$ cat src/rtl/ram_arb_pkg.sv
// Shared types and defaults for the two-client RAM port arbiter.
// Address/data widths here are defaults only; modules take them as parameters.
package ram_arb_pkg;

    localparam int ADDR_W_DEF = 4;
    localparam int DATA_W_DEF = 8;

    typedef enum logic {
        CLI_A = 1'b0,
        CLI_B = 1'b1
    } client_t;

    // Level driven onto the RAM enable pins when nothing is granted.
    localparam logic RAM_EN_IDLE = 1'b0;
    localparam logic RAM_WR_IDLE = 1'b0;

endpackage

$ cat src/rtl/ram_rd_delay.sv
// RD_LAT-deep valid shift register that tracks a read grant until the RAM
// output for it is valid; synchronous clear drops everything in flight.
module ram_rd_delay #(
    parameter int RD_LAT = 1
) (
    input  logic clk,
    input  logic clr,
    input  logic vld_in,
    output logic vld_out
);

    logic [RD_LAT-1:0] sr_q;
    logic [RD_LAT-1:0] sr_d;

    always_comb begin
        sr_d    = sr_q;
        sr_d[0] = vld_in;
        for (int i = 1; i < RD_LAT; i++) begin
            sr_d[i] = sr_q[i-1];
        end
    end

    always_ff @(posedge clk) begin
        if (clr) begin
            sr_q <= '0;
        end else begin
            sr_q <= sr_d;
        end
    end

    assign vld_out = sr_q[RD_LAT-1];

endmodule

$ cat src/rtl/ram_port_arbiter.sv
// Shares one 16x8 dual-read RAM between clients A and B: concurrent reads on
// separate ports, writes serialised through port 0 with round-robin fairness.
module ram_port_arbiter
    import ram_arb_pkg::*;
#(
    parameter int ADDR_W = ADDR_W_DEF,
    parameter int DATA_W = DATA_W_DEF,
    parameter int RD_LAT = 1
) (
    input  logic              clk,
    input  logic              rst,
    input  logic              req_a,
    input  logic              we_a,
    input  logic [ADDR_W-1:0] addr_a,
    input  logic [DATA_W-1:0] wdata_a,
    input  logic              req_b,
    input  logic              we_b,
    input  logic [ADDR_W-1:0] addr_b,
    input  logic [DATA_W-1:0] wdata_b,
    output logic              gnt_a,
    output logic              gnt_b,
    output logic              rvalid_a,
    output logic              rvalid_b,
    output logic [DATA_W-1:0] rdata_a,
    output logic [DATA_W-1:0] rdata_b,
    output logic              ram_wr_en,
    output logic [DATA_W-1:0] ram_data_in,
    output logic [ADDR_W-1:0] ram_addr_0,
    output logic [ADDR_W-1:0] ram_addr_1,
    output logic              ram_port_en_0,
    output logic              ram_port_en_1,
    input  logic [DATA_W-1:0] ram_data_out_0,
    input  logic [DATA_W-1:0] ram_data_out_1
);

    client_t           prio_q, prio_d;
    logic              contested;
    logic              rd_issue_a, rd_issue_b;
    logic              tap_a, tap_b;
    logic              rvalid_a_q, rvalid_a_d;
    logic              rvalid_b_q, rvalid_b_d;
    logic [DATA_W-1:0] rdata_a_q, rdata_a_d;
    logic [DATA_W-1:0] rdata_b_q, rdata_b_d;

    // Grants are suppressed during reset so no write can land on that edge.
    always_comb begin
        gnt_a     = 1'b0;
        gnt_b     = 1'b0;
        contested = 1'b0;
        if (!rst) begin
            if (req_a && req_b) begin
                if (!we_a && !we_b) begin
                    gnt_a = 1'b1;
                    gnt_b = 1'b1;
                end else begin
                    contested = 1'b1;
                    gnt_a     = (prio_q == CLI_A);
                    gnt_b     = (prio_q == CLI_B);
                end
            end else begin
                gnt_a = req_a;
                gnt_b = req_b;
            end
        end
    end

    always_comb begin
        prio_d = prio_q;
        if (contested) begin
            prio_d = gnt_a ? CLI_B : CLI_A;
        end
    end

    always_comb begin
        ram_wr_en     = RAM_WR_IDLE;
        ram_port_en_0 = RAM_EN_IDLE;
        ram_port_en_1 = RAM_EN_IDLE;
        ram_addr_0    = '0;
        ram_addr_1    = '0;
        ram_data_in   = '0;
        if (gnt_a && we_a) begin
            ram_wr_en     = 1'b1;
            ram_port_en_0 = 1'b1;
            ram_addr_0    = addr_a;
            ram_data_in   = wdata_a;
        end else if (gnt_b && we_b) begin
            ram_wr_en     = 1'b1;
            ram_port_en_0 = 1'b1;
            ram_addr_0    = addr_b;
            ram_data_in   = wdata_b;
        end else begin
            if (gnt_a) begin
                ram_port_en_0 = 1'b1;
                ram_addr_0    = addr_a;
            end
            if (gnt_b) begin
                ram_port_en_1 = 1'b1;
                ram_addr_1    = addr_b;
            end
        end
    end

    assign rd_issue_a = gnt_a && !we_a;
    assign rd_issue_b = gnt_b && !we_b;

    ram_rd_delay #(.RD_LAT(RD_LAT)) u_dly_a (
        .clk     (clk),
        .clr     (rst),
        .vld_in  (rd_issue_a),
        .vld_out (tap_a)
    );

    ram_rd_delay #(.RD_LAT(RD_LAT)) u_dly_b (
        .clk     (clk),
        .clr     (rst),
        .vld_in  (rd_issue_b),
        .vld_out (tap_b)
    );

    // RAM output is only trusted on the tap cycle; hold the last value otherwise.
    always_comb begin
        rvalid_a_d = tap_a;
        rvalid_b_d = tap_b;
        rdata_a_d  = tap_a ? ram_data_out_0 : rdata_a_q;
        rdata_b_d  = tap_b ? ram_data_out_1 : rdata_b_q;
    end

    always_ff @(posedge clk) begin
        if (rst) begin
            prio_q     <= CLI_A;
            rvalid_a_q <= 1'b0;
            rvalid_b_q <= 1'b0;
            rdata_a_q  <= '0;
            rdata_b_q  <= '0;
        end else begin
            prio_q     <= prio_d;
            rvalid_a_q <= rvalid_a_d;
            rvalid_b_q <= rvalid_b_d;
            rdata_a_q  <= rdata_a_d;
            rdata_b_q  <= rdata_b_d;
        end
    end

    assign rvalid_a = rvalid_a_q;
    assign rvalid_b = rvalid_b_q;
    assign rdata_a  = rdata_a_q;
    assign rdata_b  = rdata_b_q;

endmodule
$ cat config.mk
export PLATFORM = sky130hd
export DESIGN_NAME = ram_port_arbiter
export DESIGN_NICKNAME = d
export VERILOG_FILES = /design/src/rtl/ram_arb_pkg.sv /design/src/rtl/ram_rd_delay.sv /design/src/rtl/ram_port_arbiter.sv
export SDC_FILE = /design/constraint.sdc
export NUM_CORES = 1
export LEC_CHECK = 0
export CAP_MARGIN = 20
export CORE_MARGIN = 5
export CORE_UTILIZATION = 32
export DETAILED_ROUTE_END_ITERATION = 10
export PLACE_DENSITY = 0.78
export SYNTH_ARGS = -nofsm -noshare
export SYNTH_HDL_FRONTEND = slang
export SYNTH_HIERARCHICAL = 1
export SYNTH_SLANG_ARGS = --single-unit
$ cat constraint.sdc
create_clock -name clk -period 2 [get_ports clk]
set_input_delay 0.5 -clock clk [delete_from_list [all_inputs] [get_ports clk]]
set_output_delay 0.5 -clock clk [all_outputs]
set_load 0.05 [all_outputs]
== Word level (Yosys, flattened, before mapping) ==
Index checks and enable logic that the tools add are counted.
Storage, ports and cells
  bits in registers: 21
  output and inout port bits: 39
  input bits: 46
Operators by class
  bitwise gates (word level): 1
  reductions and logical operators: 8
  multiplexer cells: 25
Operator list (count)
  $mux W4: 6
  $mux W1: 17
  $mux W8: 2
  $logic_and A1 B1 Y1: 6
  $logic_not A1 Y1: 2
  $not A1 Y1: 1

== Logic depth before layout (Yosys ltp) ==
Gate-level depths: netlist of run 1.
  depth after elaboration: 8
  mapped depth: 5
  mapped depth without buffers: 4

== Hierarchy ==
Netlist of run 1, hierarchy kept.
Modules (own cells, without submodules)
  ram_port_arbiter: seq. area each 380.4 um2, cells an instance 106, instances 1, area an instance 993.5 um2
  ram_rd_delay: seq. area each 20.0 um2, cells an instance 2, instances 2, area an instance 33.8 um2

== Least setup slack after synthesis of run 1 ==
OpenSTA, ideal clock, no wires.
  kind: input -> output
  start: in rst
  end: out ram_addr_0[0]
  buffers on the path: 1
  arrival: 2184 ps
  required time: 1500 ps
  cell stages on the path: 4
  slack: -684 ps
  path through: buf_2 -> nand3b_1 -> o21ai_0 -> a211oi_1
Between the ends
  cells in the longest elaborated chain, start to end: 4
  elaborated cells on any way between the ends: 7
  those cells by class: mux (5); reduce/logical (2)
Ends and longest elaborated chain
  from (decl): RTL line ram_port_arbiter.sv:11  | input logic rst,
  $mux W1: RTL line ram_port_arbiter.sv:50  | if (!rst) begin
  $mux W4 / $logic_and A1 B1 Y1 (equally long branches): RTL line ram_port_arbiter.sv:92, ram_port_arbiter.sv:86
  $mux W4: RTL line ram_port_arbiter.sv:86  | end else if (gnt_b && we_b) begin
  $mux W4 (*): RTL line ram_port_arbiter.sv:81  | if (gnt_a && we_a) begin
  to (decl): RTL line ram_port_arbiter.sv:28  | output logic [ADDR_W-1:0] ram_addr_0,
Mark *: on every way between the ends. The rest lies on a longest branch, timed or not.

== Worst setup path in the final report of run 1 ==
  start: in req_a
  end: out ram_addr_1[2]
Between the ends
  cells in the longest elaborated chain, start to end: 6
  elaborated cells on any way between the ends: 10
  those cells by class: mux (7); reduce/logical (3)
Ends and longest elaborated chain
  from (decl): RTL line ram_port_arbiter.sv:12  | input logic req_a,
  $logic_and A1 B1 Y1: RTL line ram_port_arbiter.sv:51  | if (req_a && req_b) begin
  $mux W1: RTL line ram_port_arbiter.sv:51
  $mux W1: RTL line ram_port_arbiter.sv:50
  $mux W4 / $logic_and A1 B1 Y1 (equally long branches): RTL line ram_port_arbiter.sv:96, ram_port_arbiter.sv:86
  $mux W4: RTL line ram_port_arbiter.sv:86
  $mux W4 (*): RTL line ram_port_arbiter.sv:81
  to (decl): RTL line ram_port_arbiter.sv:29  | output logic [ADDR_W-1:0] ram_addr_1,
Marks and branches as above.

==> results of run 1 <==
layout make-up:
cell class	count	area [sq um]	area share [%]
timing repair buffer	102	1230	48.3
multi-input combinational	84	811	31.7
tap	46	57.6	2.25
clock inverter	1	5.00	0.196
clock buffer	3	22.5	0.881
sequential	21	424	16.6
routing by layer:
layer	routed length [um]	global-route usage, %	part of all wire, %	up-vias
met5	0	0	0	-
met4	89	5.32	1.7	0
met3	291	3.99	5.7	10
met2	2790	38.5	55	57
met1	1940	21.7	38	633
li1	-	-	-	587
worst max-delay path: stages:
cell and delay [ns]:
buf_4 0.14, nor2b_4 0.13, buf_12 0.14, a211oi_4 0.31, and2_4 0.22, buf_12 0.13
worst paths after layout:
path | slack [ns] | startpoint | endpoint
hold / removal | 0.51 | rdata_a[6] | rdata_a[6]
setup reg to reg | 0.77 | prio_q | u_dly_b/vld_out
hold reg to reg | 0.51 | rdata_a[6] | rdata_a[6]
setup / recovery | -0.08 | req_a | ram_addr_1[2]
sequential cells by signal (all words and copies together), names as in the netlist:
| register | cells |
|---|---|
| rdata_b | 8 |
| prio_q | 1 |
| rvalid_a | 1 |
| rvalid_b | 1 |
| u_dly_b/vld_out | 1 |
| rdata_a | 8 |
| u_dly_a/vld_out | 1 |
layout by cell type, fill, tap and decap left out, drive strengths merged:
| cell type | count |
|---|---|
| clkdlybuf4s15 | 1 |
| and3 | 1 |
| dlymetal6s2s | 16 |
| nand2b | 2 |
| o211ai | 1 |
| clkinv | 1 |
| nand3 | 5 |
| buf | 43 |
| a22o | 8 |
| nand3b | 1 |
| a22oi | 1 |
| clkbuf | 3 |
| dfxtp | 21 |
| and2 | 4 |
| dlygate4sd2 | 6 |
| nand2 | 1 |
| or2 | 1 |
| o21a | 1 |
| o21ai | 4 |
| clkdlybuf4s50 | 36 |
| a211oi | 6 |
| nor2 | 23 |
| nor2b | 7 |
| and3b | 1 |
| xor2 | 1 |
| mux2i | 16 |
cell usage after synthesis, drive strengths merged:
cell / n
and3b: 1
nor2: 22
o21a: 1
mux2i: 16
nand2: 1
o21ai: 4
nor2b: 7
nand3b: 1
buf: 5
clkbuf: 1
or2: 1
o211ai: 1
a211oi: 6
dfxtp: 21
nand2b: 2
nand3: 5
a22o: 8
and2: 4
a22oi: 1
xor2: 1
and3: 1
per-stage QoR:
stage	TNS (ns)	power [uW]
3_5_place_dp	-8.70	869
3_3_place_gp	-7.94	860
4_1_cts	-0.198	1100
5_1_grt	-0.867	1160
2_1_floorplan	-0.191	636
6_report	-0.360	1120
cells by family (layout without fill, tap and decap cells):
| kind of cell | count (synthesis) | after routing | share of synthesized area, % |
|---|---|---|---|
| AO/OA/AOI/OAI | 21 | 21 | 16.0 |
| XOR/XNOR | 1 | 1 | 0.826 |
| buffers and inverters | 6 | 106 | 3.18 |
| flip-flops | 21 | 21 | 39.6 |
| multiplexers | 16 | 16 | 15.1 |
| AND/OR/NAND/NOR | 45 | 46 | 25.2 |
timing repair:
action | CTS | global route
resized for setup | 45 | 25
cloned | 1 | 0
pin swaps | 14 | 7
setup endpoints to repair | 23 | 33
buffers inserted | 6 | 1
report_power, final:
part	internal (uW)	leakage (uW)	total (uW)	switching (uW)
logic	243	0.00107	470	228
clock network	74.9	0.0000177	211	136
registers	428	0.000171	440	11.9
total	746	0.00126	1120	375
==> reports/metrics.yaml, run 1 <==
finalCritPeriodShare_pct: 104
grt_max_degree: 16
antenna_found_initial: 0
grt_pass1_wl_um: 6730
ys_seq_area_share_pct: 39.6
coreArea_sq_um: 3280
crit_type: "in -> out"
start_kind: "primary input"
place_inst: 246
syn_nets: 156
synth_top_area_cell: "dfxtp_1"
synth_area_leaders: "dfxtp_1, mux2i_1, nor2_1"
yosysWarningCount: 6
overflow: 0
drv_slew: 0
finalSetupViolCount: 6
synth.cell_area_sq_um: 1060
fp.dieW_um: 67.6
placedInstanceArea_sq_um: 2320
vdd_drop_max_v: 0.000454
portBuffers: 84
dr.pass1.iters: 4
cts_buffers: 3
hold_path.class: "reg -> reg"
hold_ws_ns: 0.513
cap_viol_max_count: 0
cp.arrival_ns: 1.58
cts_tree: "yes"
synth_cells: 110
fin_skew_ns: 0.00556
wl_um: 5110
rsz0062_at_grt: "true"
drt-initial-drc-count: 55
violations: "negative setup slack"
status: "finished, violations left"
io_pins: 85
ys_seq_elements: 21
clock-sinks: 21
clockBufferDepth: 2
grt_use_total_pct: 20.0
wire_per_inst_um: 19.9
drcViolationCount: 0
slew_headroom_pct: 62.8
die-area_sq_um: 4570
ys_types: 27
start_util_pct: 32.3
hold_buffers: 0
place_ws_ns: -0.489
diodes: 0
final_nets: 258
leakage_uw: 0.00126
end_kind: "primary output"
synthToLayoutAreaGrowth_pct: 141
required_ns: 1.50
utilization_pct: 77.8
synth_top_area_share_pct: 39.6
vias: 1287
postRouteAntennaNets: 0
path_clk_slew_ns: 0.11
clk_latency_ns: 0.32
drive_gt1_share_pct: 40.8
dieHeight_um: 67.6
fmax_mhz: 480
powerDensity_nw_per_um2: 439
finalCriticalPeriod_ns: 2.08
nFillCells: 198
design_area_sq_um: 2550
htree_levels: 1
worst_pin_slew_ns: 0.557
grt_pass1_vias: 1296
hpwl_um: 3270
viasPerCell: 5.01
syn_avg_cell_area_sq_um: 9.65
holdPathStages: 2
final_cells: 257
worstPathMaxFanout: 8
worst_slack_ns: -0.0829
report.final.hold_viol_count: 0
clockRootBuffer: "clkbuf_4"
ff2ff_path_depth: 5
core.rowCount: 21
gp_congestion: 0.868
No activity file was read; power rests on OpenSTA's default activity.
==> run 2: changes to the inputs <==
--- a/config.mk
+++ b/config.mk
@@ -10,6 +10,7 @@
 export CORE_UTILIZATION = 32
 export DETAILED_ROUTE_END_ITERATION = 10
 export PLACE_DENSITY = 0.78
+export SKIP_CTS_REPAIR_TIMING = 1
 export SYNTH_ARGS = -nofsm -noshare
 export SYNTH_HDL_FRONTEND = slang
 export SYNTH_HIERARCHICAL = 1
==> run 2 against run 1 <==
  * The flow still finishes with violations (negative setup slack)
  * Maximum frequency shrank 1.1%
  * Worst hold slack lost 0.016 ns
  * First-iteration DRC count shrank 47%
  * Count of clock-buffer cells in the layout is the same
  * Register-to-register slack lost 0.03 ns
  * Non-clock buffer count shrank 3
  * Utilization shrank 3.4 points
  * Flip-flop and latch count is the same
  * Cell count shrank 1.6%
  * Highest routed layer unchanged
==> reports/metrics.yaml, run 2 (same netlist as run 1, synthesis figures left out) <==
critPathMaxStageDelay_ns: 0.41
layout_commonest_cell: "clkdlybuf4s50_1"
final_nets: 254
clockRootBuffer: "clkbuf_4"
wl_um: 4270
cts_tree: "yes"
grt_max_degree: 16
drive_gt1_share_pct: 38.2
wire_per_inst_um: 16.9
place_ws_ns: -0.489
fin_skew_ns: 0.00375
worstPathMaxFanout: 6
path_clk_slew_ns: 0.11
clockBufferDepth: 2
htree_levels: 1
finalCritPeriodShare_pct: 105
nFillCells: 221
drt-initial-drc-count: 29
synthToLayoutAreaGrowth_pct: 130
pwr-share-clk_pct: 19.1
cts_buffers: 3
clk_latency_ns: 0.32
worst_slack_ns: -0.106
diodes: 0
start_kind: "flop"
violations: "negative setup slack"
vdd_drop_max_v: 0.000414
viasPerCell: 4.93
die-area_sq_um: 4570
hold_ws_ns: 0.498
internal-power_uw: 729
leakage_uw: 0.00122
cp.arrival_ns: 1.61
grt_pass1_wl_um: 5890
fmax_mhz: 475
cp_cell_sequence: "nor2b_4 > buf_6 > a211oi_4 > and2_4 > buf_12"
switching_share_pct: 32.4
slew_headroom_pct: 64.2
final_cell_mix: "clkdlybuf4s50_1, nor2_1, buf_12"
cap_viol_max_count: 0
status: "finished, violations left"
power.total_uw: 1080
vias: 1247
fp.dieW_um: 67.6
hpwl_um: 3270
finalCriticalPeriod_ns: 2.11
drv_slew: 0
fin_tns_setup_ns: -0.696
required_ns: 1.50
pwr-share-seq_pct: 40.7
worst_pin_slew_ns: 0.536
grt_pass1_vias: 1226
drcViolationCount: 0
antenna_found_initial: 0
overflow: 0
p_switching_uw: 349
rsz0062_at_grt: "true"
end_kind: "primary output"
report.final.hold_viol_count: 0
start_util_pct: 32.3
power_frac_comb_pct: 40.2
cp_slowest_cell: "dfxtp_4"
grt_use_total_pct: 17.1
dr.pass1.iters: 5
core.rowCount: 21
portBuffers: 84
clock-sinks: 21
crit_type: "reg -> out"
finalSetupViolCount: 16
io_pins: 85
dieHeight_um: 67.6
powerDensity_nw_per_um2: 441
gp_congestion: 0.868
postRouteAntennaNets: 0
hold_path.class: "reg -> reg"
coreArea_sq_um: 3280
[run 2: area by class of cell]
cell class	instances	area (sq um)	area share, %
clock buffer	3	22.5	0.922
clock inverter	1	5.00	0.205
sequential	21	424	17.4
multi-input combinational	83	723	29.6
timing repair buffer	99	1210	49.6
tap	46	57.6	2.36
[run 2: critical path: cells and delay by family (launching register included)]
family	cells	cell delay [ns]
flip-flops	1	0.41
AND/OR/NAND/NOR	2	0.30
buffers and inverters	2	0.26
AO/OA/AOI/OAI	1	0.32
[run 2: path summary, 6_finish.rpt]
path,startpoint,to,slack (ns),depth (start not counted)
setup / recovery,prio_q,ram_addr_1[3],-0.11,5
hold reg to reg,rdata_b[5],rdata_b[5],0.50,2
hold / removal,rdata_b[5],rdata_b[5],0.50,2
setup reg to reg,prio_q,u_dly_b/vld_out,0.74,5
[run 2: routing by layer]
metal  global-route usage [%]  part of all wire (%)  vias to the layer above
met5                        0                     0                        -
met4                     5.32                  0.68                        0
met3                     3.66                   8.1                        4
met2                     30.7                    54                       52
met1                     20.0                    37                      614
li1                         -                     -                      577
[run 2: through the flow]
stage | std cells | cell area, sq um | util (%)
after floorplan | 110 | 1170 | -
after global placement | 246 | 2320 | 70.5
after detailed placement | 246 | 2320 | 70.5
after CTS | 250 | 2340 | 71.4
after global routing | 253 | 2440 | 74.4
final | 253 | 2440 | 74.4
[run 2: power by group through the flow]
stage / logic [uW] / clock network, uW / registers, uW
finish: 434 / 205 / 439
detailed placement: 420 / 0 / 448
global placement: 413 / 0 / 447
CTS: 422 / 212 / 439
global route: 454 / 232 / 440
floorplan: 168 / 0 / 468
